**src/rtl/snn_pkg.sv**
```systemverilog
// Shared constants and state encoding for the SNN sequencer and its datapath.
package snn_pkg;

    typedef enum logic [2:0] {IDLE, LOAD, CONV, POOL, FC, QUANT, OUT} state_t;

    localparam int IMG_W    = 6;
    localparam int FM_W     = IMG_W - 2;
    localparam int N_IMG    = 2;
    localparam int CONV_LAT = 2;
    localparam int IMG_PIX  = IMG_W * IMG_W;
    localparam int TOT_PIX  = N_IMG * IMG_PIX;
    localparam int CNT_W    = 7;
    localparam int CONV_DIV = 2295;
    localparam int FC_DIV   = 510;

endpackage

```
**src/rtl/snn_win_gen.sv**
```systemverilog
// Row-major conv window walker: issues (row,col) once its pixels are loaded,
// holding the current window while the datapath is not ready.
module snn_win_gen import snn_pkg::*; (
    input  logic             clk,
    input  logic             rst,
    input  logic             en,
    input  logic             restart,
    input  logic             dp_ready,
    input  logic [CNT_W-1:0] base,
    input  logic [CNT_W-1:0] load_cnt,
    output logic             conv_en,
    output logic [1:0]       row,
    output logic [1:0]       col
);

    logic             done;
    logic [CNT_W-1:0] need;

    // Bottom-right pixel of the window must already be in the buffer.
    assign need    = base + (CNT_W'(row) + CNT_W'(2)) * CNT_W'(IMG_W) + CNT_W'(col) + CNT_W'(2);
    assign conv_en = en & ~done & (load_cnt > need) & dp_ready;

    always_ff @(posedge clk or posedge rst) begin
        if (rst) begin
            row  <= '0;
            col  <= '0;
            done <= 1'b0;
        end else if (restart) begin
            row  <= '0;
            col  <= '0;
            done <= 1'b0;
        end else if (conv_en) begin
            if (col == 2'(FM_W - 1)) begin
                col <= '0;
                if (row == 2'(FM_W - 1)) begin
                    row  <= '0;
                    done <= 1'b1;
                end else begin
                    row <= row + 2'd1;
                end
            end else begin
                col <= col + 2'd1;
            end
        end
    end

endmodule

```
**src/rtl/snn_sched.sv**
```systemverilog
// Sequencer for the two-image SNN datapath: input accounting, window issue,
// pool/FC/quant stepping. Optional clock-gate enables under SNN_CG_EN.
module snn_sched import snn_pkg::*; (
    input  logic       clk,
    input  logic       rst,
    input  logic       in_valid,
    input  logic       dp_ready,
    output logic       img_we,
    output logic       img_sel,
    output logic [5:0] img_addr,
    output logic       ker_we,
    output logic       wgt_we,
    output logic       conv_en,
    output logic       conv_sel,
    output logic [1:0] conv_row,
    output logic [1:0] conv_col,
    output logic       fm_we,
    output logic [1:0] fm_row,
    output logic [1:0] fm_col,
    output logic       fm_clr,
    output logic       pool_en,
    output logic [1:0] pool_idx,
    output logic       fc_en,
    output logic       quant_en,
    output logic       quant_slot,
    output logic       cg_img_en,
    output logic       cg_fm_en,
    output logic       cg_fc_en,
    output logic       out_valid,
    output logic       busy
);

    state_t           state;
    logic [CNT_W-1:0] load_cnt;
    logic             k;
    logic [3:0]       fm_cnt;

    logic [CONV_LAT:1]      vld_pipe;
    logic [CONV_LAT:1][1:0] row_pipe;
    logic [CONV_LAT:1][1:0] col_pipe;

    assign img_we   = in_valid & (load_cnt < CNT_W'(TOT_PIX));
    assign img_sel  = (load_cnt >= CNT_W'(IMG_PIX));
    assign img_addr = img_sel ? 6'(load_cnt - CNT_W'(IMG_PIX)) : 6'(load_cnt);
    assign ker_we   = img_we & (load_cnt < CNT_W'(9));
    assign wgt_we   = img_we & (load_cnt < CNT_W'(4));
    assign fm_clr   = (state == IDLE) & in_valid;
    assign conv_sel = k;

    always_ff @(posedge clk or posedge rst) begin
        if (rst)                load_cnt <= '0;
        else if (state == OUT)  load_cnt <= '0;
        else if (img_we)        load_cnt <= load_cnt + CNT_W'(1);
    end

    snn_win_gen u_win (
        .clk      (clk),
        .rst      (rst),
        .en       (state == CONV),
        .restart  (state == QUANT),
        .dp_ready (dp_ready),
        .base     (k ? CNT_W'(IMG_PIX) : CNT_W'(0)),
        .load_cnt (load_cnt),
        .conv_en  (conv_en),
        .row      (conv_row),
        .col      (conv_col)
    );

    // Feature-map writes trail window issue by the fixed conv latency.
    always_ff @(posedge clk or posedge rst) begin
        if (rst) begin
            vld_pipe <= '0;
            row_pipe <= '0;
            col_pipe <= '0;
        end else begin
            vld_pipe[1] <= conv_en;
            row_pipe[1] <= conv_row;
            col_pipe[1] <= conv_col;
            for (int i = 2; i <= CONV_LAT; i++) begin
                vld_pipe[i] <= vld_pipe[i-1];
                row_pipe[i] <= row_pipe[i-1];
                col_pipe[i] <= col_pipe[i-1];
            end
        end
    end

    assign fm_we  = vld_pipe[CONV_LAT];
    assign fm_row = row_pipe[CONV_LAT];
    assign fm_col = col_pipe[CONV_LAT];

    always_ff @(posedge clk or posedge rst) begin
        if (rst)        fm_cnt <= '0;
        else if (fm_we) fm_cnt <= fm_cnt + 4'd1;
    end

    always_ff @(posedge clk or posedge rst) begin
        if (rst) begin
            state      <= IDLE;
            k          <= 1'b0;
            pool_en    <= 1'b0;
            pool_idx   <= '0;
            fc_en      <= 1'b0;
            quant_en   <= 1'b0;
            quant_slot <= 1'b0;
            out_valid  <= 1'b0;
            busy       <= 1'b0;
        end else begin
            pool_en    <= 1'b0;
            pool_idx   <= '0;
            fc_en      <= 1'b0;
            quant_en   <= 1'b0;
            quant_slot <= 1'b0;
            out_valid  <= 1'b0;
            case (state)
                IDLE: if (in_valid) begin
                    state <= LOAD;
                    busy  <= 1'b1;
                    k     <= 1'b0;
                end
                LOAD: state <= CONV;
                CONV: if (fm_we && fm_cnt == 4'd15) begin
                    state   <= POOL;
                    pool_en <= 1'b1;
                end
                POOL: if (pool_idx == 2'd3) begin
                    state <= FC;
                    fc_en <= 1'b1;
                end else begin
                    pool_en  <= 1'b1;
                    pool_idx <= pool_idx + 2'd1;
                end
                FC: begin
                    state      <= QUANT;
                    quant_en   <= 1'b1;
                    quant_slot <= k;
                end
                QUANT: if (k == 1'(N_IMG - 1)) begin
                    state     <= OUT;
                    out_valid <= 1'b1;
                end else begin
                    state <= CONV;
                    k     <= k + 1'b1;
                end
                OUT: begin
                    state <= IDLE;
                    busy  <= 1'b0;
                    k     <= 1'b0;
                end
                default: state <= IDLE;
            endcase
        end
    end

`ifdef SNN_CG_EN
    // Enables change only while clk is low so the downstream gate never glitches.
    always_ff @(negedge clk or posedge rst) begin
        if (rst) begin
            cg_img_en <= 1'b0;
            cg_fm_en  <= 1'b0;
            cg_fc_en  <= 1'b0;
        end else begin
            cg_img_en <= img_we;
            cg_fm_en  <= fm_we | fm_clr;
            cg_fc_en  <= pool_en | fc_en | quant_en;
        end
    end
`else
    assign cg_img_en = 1'b1;
    assign cg_fm_en  = 1'b1;
    assign cg_fc_en  = 1'b1;
`endif

endmodule

```
**config.mk**
```make
export PLATFORM = sky130hd
export DESIGN_NAME = snn_sched
export DESIGN_NICKNAME = d
export VERILOG_FILES = /design/src/rtl/snn_pkg.sv /design/src/rtl/snn_win_gen.sv /design/src/rtl/snn_sched.sv
export SDC_FILE = /design/constraint.sdc
export NUM_CORES = 1
export LEC_CHECK = 0
export CORE_MARGIN = 1
export CORE_UTILIZATION = 56
export CTS_CLUSTER_SIZE = 30
export DETAILED_ROUTE_END_ITERATION = 16
export GPL_ROUTABILITY_DRIVEN = 0
export GPL_TIMING_DRIVEN = 0
export PLACE_DENSITY = 0.83
export SETUP_SLACK_MARGIN = 0.5
export SLEW_MARGIN = 10
export SYNTH_ARGS = -nofsm -noshare
export SYNTH_HDL_FRONTEND = slang
export SYNTH_SLANG_ARGS = --single-unit
```
**constraint.sdc**
```tcl
create_clock -name clk -period 9 [get_ports clk]
set_clock_uncertainty 0.1 [all_clocks]
set_input_delay 2.7 -clock clk [delete_from_list [all_inputs] [get_ports clk]]
set_output_delay 2.7 -clock clk [all_outputs]
set_load 0.02 [all_outputs]
```
==> results of run 1 <==
==> power groups by stage <==
stage | Sequential, W | Combinational (W) | Clock [W]
5_1_grt | 0.000315 | 0.000613 | 0.000150
3_3_place_gp | 0.000304 | 0.000528 | 0
6_report | 0.000305 | 0.000543 | 0.000139
4_1_cts | 0.000304 | 0.000551 | 0.000142
3_5_place_dp | 0.000307 | 0.000548 | 0
2_1_floorplan | 0.000306 | 0.000359 | 0
==> metal layers <==
layer | wire, um | track usage, % | vias up
li1 | - | - | 739
met1 | 1750 | 28.4 | 697
met2 | 1640 | 31.9 | 40
met3 | 170 | 6.75 | 8
met4 | 70 | 9.88 | 0
met5 | 0 | 0 | -
==> cells in the mapped netlist, types with 2 or more instances <==
library cell	n
a21oi_1	9
and3_1	5
buf_4	9
clkbuf_1	3
dfrtp_1	38
fa_1	2
ha_1	22
inv_1	18
mux2i_1	3
nand2_1	14
nand2b_1	2
nand3_1	5
nand4_1	4
nor2_1	14
nor3_1	5
nor3b_1	2
o211ai_1	2
o21a_1	3
o21ai_0	6
o31ai_1	2
or2_2	3
xnor2_1	9
xor2_1	4
==> through the flow <==
stage | instances | power, W | setup slack (ns) | util, % | hold WS, ns
5_1_grt | 287 | 0.00108 | 1.69 | 74.2 | 0.258
3_3_place_gp | 279 | 0.000832 | 1.78 | 71.1 | 0.236
3_5_place_dp | 279 | 0.000855 | 1.80 | 71.1 | 0.239
4_1_cts | 287 | 0.000997 | 1.80 | 74.2 | 0.255
6_report | 287 | 0.000987 | 1.81 | 74.2 | 0.253
2_1_floorplan | 201 | 0.000666 | 2.27 | - | 0.231
==> final cells by class <==
class | instances | area (um2)
plain buffers | 13 | 83.8
clock buffers | 7 | 76.3
clock inverters | 1 | 30.0
fillers | 244 | 887
inverters | 18 | 67.6
multi-input cells | 132 | 968
flip-flops and latches | 38 | 951
well taps | 46 | 57.6
repair buffers | 32 | 320
==> worst max path at each step <==
stage / startpoint / end / slack [ns] / depth (start not counted)
3_5_place_dp: dp_ready / conv_en / 1.80 / 5
3_3_place_gp: dp_ready / conv_en / 1.78 / 5
2_1_floorplan: in_valid / wgt_we / 2.27 / 3
6_report: dp_ready / conv_en / 1.81 / 5
5_1_grt: dp_ready / conv_en / 1.69 / 5
4_1_cts: dp_ready / conv_en / 1.80 / 5
==> worst register-to-register path, delay by kind of cell, from the launching register on <==
kind,cells,cell delay (ns)
XOR/XNOR,1,0.13
adder cells (fa/ha/maj),4,1.51
buffers and inverters,2,0.22
flip-flops,1,0.47
AND/OR/NAND/NOR,3,0.27
AO/OA/AOI/OAI,3,0.71
==> cells in the final DEF, fill, tap and decap left out, types with 4 or more instances in the layout <==
master	netlist	layout
clkdlybuf4s50_1	0	32
inv_1	18	17
buf_4	9	9
dfrtp_1	38	38
nor3_1	5	5
ha_1	22	22
clkbuf_1	3	5
nand2_1	14	14
nand3_1	5	5
and3_1	5	5
nand4_1	4	4
nor2_1	14	14
o21ai_0	6	6
xor2_1	4	4
a21oi_1	9	9
xnor2_1	9	9
clkbuf_8	0	5
==> cells by family after synthesis <==
kind of cell    after synthesis
simple gates                 62
flops                        38
buf+inv                      31
compound gates               26
fa+ha+maj                    24
xor+xnor                     13
mux                           4
other cells                   1
==> reports/results.ini, run 1 <==
[status]
status = finished clean

[critical_path]
cp_common_cell = clkdlybuf4s50_1
cp_slowest_cell = clkdlybuf4s50_1
path_class = primary input to output pin
reg2reg_depth = 13
end_kind = output pin
reg2reg_from = conv_sel
path_buf_inv = 2
critPathTopFamily = buffers and inverters
cp.arrival_ns = 4.39
cp_slowest_stage_delay_ns = 0.63
regToRegEndpoint = u_win.done
r2r_slack_ns = 5.49
cp_max_fo = 5
required_ns = 6.20
crit_chain = clkdlybuf4s50_1 -> nor3b_1 -> o211a_1 -> o21a_1 -> clkdlybuf4s50_1
cp-start-kind = primary input

[yosys]
synthDistinctLibCells = 38
netlist_area_mm2 = 0.00206
synth_top_family_by_area = simple AND/OR/NAND/NOR gates
yosys_register_bits = 38
synth_compound_area_share_pct = 7.82
ys_warn_count = 0
synth_xor_area_share_pct = 5.52
synthFlopType = dfrtp_1
muxShareOfSynthArea_pct = 2.00
synth_top_area_share_pct = 46.1
synth_edf_count = 0
synth.largest_area_cell = dfrtp_1
yosysSeqAreaShare_pct = 46.1
synth_fa_ha_area_share_pct = 15.3
yosys.area_share.simple_pct = 15.8
async_flop_share_pct = 100
synthTopCellsByArea = dfrtp_1, ha_1, xnor2_1
syn_area_per_cell_um2 = 10.4
syn_inst = 199

[global_routing]
antenna_found_initial = 0
grt_overflow = 0
grt_pass1_wl_mm = 6.27
groute.usage.overall_pct = 21.4
grt_pass1_vias = 1379
grt_max_degree = 39

[power]
p_sw_share_pct = 41.2
p_per_area_mw_per_mm2 = 386
peakVddDrop_uv = 199
p_comb_share_pct = 55.0
p_switching_w = 0.000407
p_clk_share_pct = 14.1
p_leak_nw = 1.24
p_int_w = 0.000581
p_seq_share_pct = 30.9

[clocking]
htreeDepth = 2
ctsHoldBuffers = 0
cts-root-buf = clkbuf_8
cts.sinks = 38
ctsResizeCount = 0
cts_buffers = 5
tritoncts = built
cts_buffer_depth = 2
clkTransAtPathRegs_ns = 0.07
worstSkewPairLatency_ns = 0.29
post-cts-setup-buffers = 0

[min_path]
min_path_cells = 0
min_to = fm_row[0]
hold_class = flip-flop to flip-flop
hp-start = row_pipe[0]

[drt]
wl_per_cell_um = 12.6
final_antenna_net_count = 0
dr.pass1.iters = 4
drt_iter0_markers = 79
drt-vias-per-instance = 5.17
num_vias = 1484
drc = 0
routed_wirelength_mm = 3.63

[sta]
setup-tns-final_ns = 0
max_slew.worst_pin.slew_ns = 0.750
drv_slew = 0
max-slew-margin-rel_pct = 49.9
finalHoldViolCount = 0
period_minus_slack_ns = 7.19
setup_viol = 0
fin_crit_sh_pct = 79.9
max_freq_mhz = 139
rsz0062_at_grt = false

[floorplanning]
core_area_mm2 = 0.00344
fp.dieH_um = 62.7
core.rowCount = 21
die-area_mm2 = 0.00393
die_width_um = 62.7
start_util_pct = 59.9
pin_count = 37

[place]
place_hpwl_mm = 2.76
port_buffers = 32
placed_cell_area_mm2 = 0.00245

[cells_and_area]
drive_above_1_share_pct = 10.4
num_antenna_cells = 0
largestRegisters = load_cnt x7, fm_cnt x4, state x3
fin_area_mm2 = 0.00255
regMostFlops = load_cnt
nets = 268
area_growth_pct = 23.8
largest_reg_flops = 7

[job]
maxCapViolations = 0

Note: power is estimated with default switching activity, not from simulation.
==> run 2, diff against run 1 <==
--- a/config.mk
+++ b/config.mk
@@ -6,12 +6,12 @@
 export NUM_CORES = 1
 export LEC_CHECK = 0
 export CORE_MARGIN = 1
-export CORE_UTILIZATION = 56
+export CORE_UTILIZATION = 47
 export CTS_CLUSTER_SIZE = 30
 export DETAILED_ROUTE_END_ITERATION = 16
 export GPL_ROUTABILITY_DRIVEN = 0
 export GPL_TIMING_DRIVEN = 0
-export PLACE_DENSITY = 0.83
+export PLACE_DENSITY = 0.74
 export SETUP_SLACK_MARGIN = 0.5
 export SLEW_MARGIN = 10
 export SYNTH_ARGS = -nofsm -noshare
==> constraint.sdc (replaced) <==
create_clock -name clk -period 6.2 [get_ports clk]
set_clock_uncertainty 0.1 [all_clocks]
set_input_delay 1.86 -clock clk [delete_from_list [all_inputs] [get_ports clk]]
set_output_delay 1.86 -clock clk [all_outputs]
set_load 0.02 [all_outputs]
==> run 2 against run 1 <==
Net effect:
- sequential power grew 47%
- non-clock buffer count is the same
- clock power grew 24%
- power grew 44%
- register-to-register slack lost 2.7 ns
- combinational power grew 47%
- global-route usage shrank 3.7 points
- flip-flop and latch count is the same
- critical path depth grew 8
- cell area is essentially flat
- first-iteration DRC count shrank 1.3%
==> reports/results.ini, run 2 (same netlist as run 1, synthesis figures left out) <==
[clocking]
ctsHoldBuffers = 0  ; unchanged
clkTransAtPathRegs_ns = 0.07  ; about the same
cts-root-buf = clkbuf_8
htreeDepth = 2  ; unchanged
cts_buffers = 5  ; unchanged
tritoncts = built
cts.sinks = 38  ; unchanged
worstSkewPairLatency_ns = 0.28  ; about the same
cts_buffer_depth = 2  ; unchanged

[floorplanning]
start_util_pct = 50.1  ; -9.8 points
fp.dieH_um = 68.3  ; +8.9%
die-area_mm2 = 0.00466  ; +19%
die_width_um = 68.3  ; +8.9%
core.rowCount = 23  ; +9.5%
core_area_mm2 = 0.00412  ; +20%
pin_count = 37  ; unchanged

[power]
p_per_area_mw_per_mm2 = 557  ; +44%
p_comb_share_pct = 56.3  ; +1.3 points
p_int_w = 0.000813  ; +40%
p_clk_share_pct = 12.2  ; -1.9 points
peakVddDrop_uv = 342  ; +72%
p_switching_w = 0.000608  ; +49%
p_seq_share_pct = 31.5  ; +0.6 points
power.total_w = 0.00142  ; +44%
p_sw_share_pct = 42.8  ; +1.6 points
p_leak_nw = 1.24  ; about the same

[critical_path]
crit_chain = inv_2 -> fa_1 -> inv_1 -> ha_1 -> fa_1 -> nand2_1 -> nor2_1 -> xnor2_1 -> ha_1 -> nand4_1 -> o211a_1 -> o21a_2 -> dlygate4sd2_1
end_kind = output pin
cp_slowest_stage_delay_ns = 0.54  ; -0.09 ns
cp-start-kind = flip-flop
cp.arrival_ns = 3.58  ; -0.81 ns
cp_slowest_cell = fa_1
critPathTopFamily = adder cells
reg2reg_depth = 13  ; unchanged
path_buf_inv = 3  ; +1
regToRegEndpoint = u_win.done
r2r_slack_ns = 2.76  ; -2.73 ns
required_ns = 4.24  ; -1.96 ns
cp_max_fo = 5  ; unchanged
reg2reg_from = conv_sel
path_class = flip-flop to output pin

[cells_and_area]
nets = 268  ; unchanged
area_growth_pct = 23.8  ; about the same
fillers = 365  ; +50%
multi_input_area_um2 = 973  ; +0.52%
final_common_cell = dfrtp_1
fin_cells = 291  ; +1.4%
fin_area_mm2 = 0.00255  ; about the same
regMostFlops = load_cnt
ff_latch_area_um2 = 952  ; +0.13%
largestRegisters = load_cnt x7, fm_cnt x4, state x3
final_util_pct = 62.1  ; -12 points
largest_reg_flops = 7  ; unchanged
final_cell_mix = dfrtp_1, clkdlybuf4s50_1, ha_1
drive_above_1_share_pct = 12.9  ; +2.5 points
num_antenna_cells = 0  ; unchanged

[drt]
drc = 0  ; unchanged
routed_wirelength_mm = 3.72  ; +2.4%
drt-vias-per-instance = 5.07  ; -1.9%
dr.pass1.iters = 4  ; unchanged
wl_per_cell_um = 12.8  ; +1.0%
num_vias = 1476  ; -0.54%
final_antenna_net_count = 0  ; unchanged
drt_iter0_markers = 78  ; -1.3%

[sta]
rsz0062_at_grt = false
period_minus_slack_ns = 5.54
fin_crit_sh_pct = 89.3
setup_viol = 0  ; unchanged
max_slew.worst_pin.slew_ns = 0.729  ; -0.0216 ns
drv_slew = 0  ; unchanged
max-slew-margin-rel_pct = 51.0  ; +1.1 points
finalHoldViolCount = 0  ; unchanged
max_freq_mhz = 181
setup-tns-final_ns = 0  ; unchanged

[global_routing]
groute.usage.overall_pct = 17.7  ; -3.7 points
antenna_found_initial = 0  ; unchanged
grt_overflow = 0  ; unchanged
grt_pass1_vias = 1299  ; -5.8%
grt_pass1_wl_mm = 6.04  ; -3.6%
grt_max_degree = 39  ; unchanged

[min_path]
hp-start = row_pipe[0]
min_path_cells = 0  ; unchanged
min_to = fm_row[0]
hold_class = flip-flop to flip-flop

[place]
placed_cell_area_mm2 = 0.00245  ; +0.20%
place_hpwl_mm = 2.74  ; -0.67%
place_inst = 283  ; +1.4%
port_buffers = 32  ; unchanged

[job]
maxCapViolations = 0  ; unchanged

[status]
status = finished clean

-- run 2: cell count changes in the layout (fill, tap and decap cells not counted), sizes merged --
cell	delta
bufinv	-1
clkbuf	-1
clkinvlp	+1
dlygate4sd2	+1
clkinv	+1
clkdlybuf4s50	-1
-- run 2: layer usage --
metal | vias up | track usage, % | wire, um
met4 | 0 | 5.47 | 41
met1 | 703 | 25.7 | 1900
met2 | 33 | 25.9 | 1610
li1 | 736 | - | -
met5 | - | 0 | 0
met3 | 4 | 4.17 | 166
-- run 2: worst max path at each step --
| stage | end | from | cells past startpoint |
|---|---|---|---|
| 2_1_floorplan | wgt_we | in_valid | 3 |
| 3_3_place_gp | conv_en | conv_sel | 13 |
| 3_5_place_dp | conv_en | conv_sel | 13 |
| 4_1_cts | conv_en | conv_sel | 13 |
| 5_1_grt | conv_en | conv_sel | 13 |
| 6_report | conv_en | conv_sel | 13 |
-- run 2: timing repair --
item                       in CTS  in global routing
buffers inserted                0                  0
resized for setup               2                  4
setup endpoints to repair       1                  1
pin swaps                       0                  0
-- run 2: cell type report --
cell class	count	area share, %
Multi-Input combinational cell	132	38.1
Sequential cell	38	37.3
Buffer	13	3.28
Tap cell	50	2.45
Clock inverter	2	0.490
Timing Repair Buffer	32	12.5
Inverter	18	2.65
Clock buffer	6	3.23
-- run 2: per-stage QoR --
stage          worst slack [ns]  hold WS (ns)
3_5_place_dp              0.555         0.235
6_report                  0.661         0.252
3_3_place_gp              0.599         0.232
5_1_grt                   0.508         0.264
4_1_cts                   0.511         0.252
2_1_floorplan              1.15         0.231
-- run 2: power by group through the flow --
stage	logic [W]	clock network [W]	registers, W
floorplan	0.000521	0	0.000445
global placement	0.000769	0	0.000445
detailed placement	0.000791	0	0.000449
CTS	0.000801	0.000176	0.000445
global route	0.000904	0.000189	0.000461
finish	0.000800	0.000173	0.000448
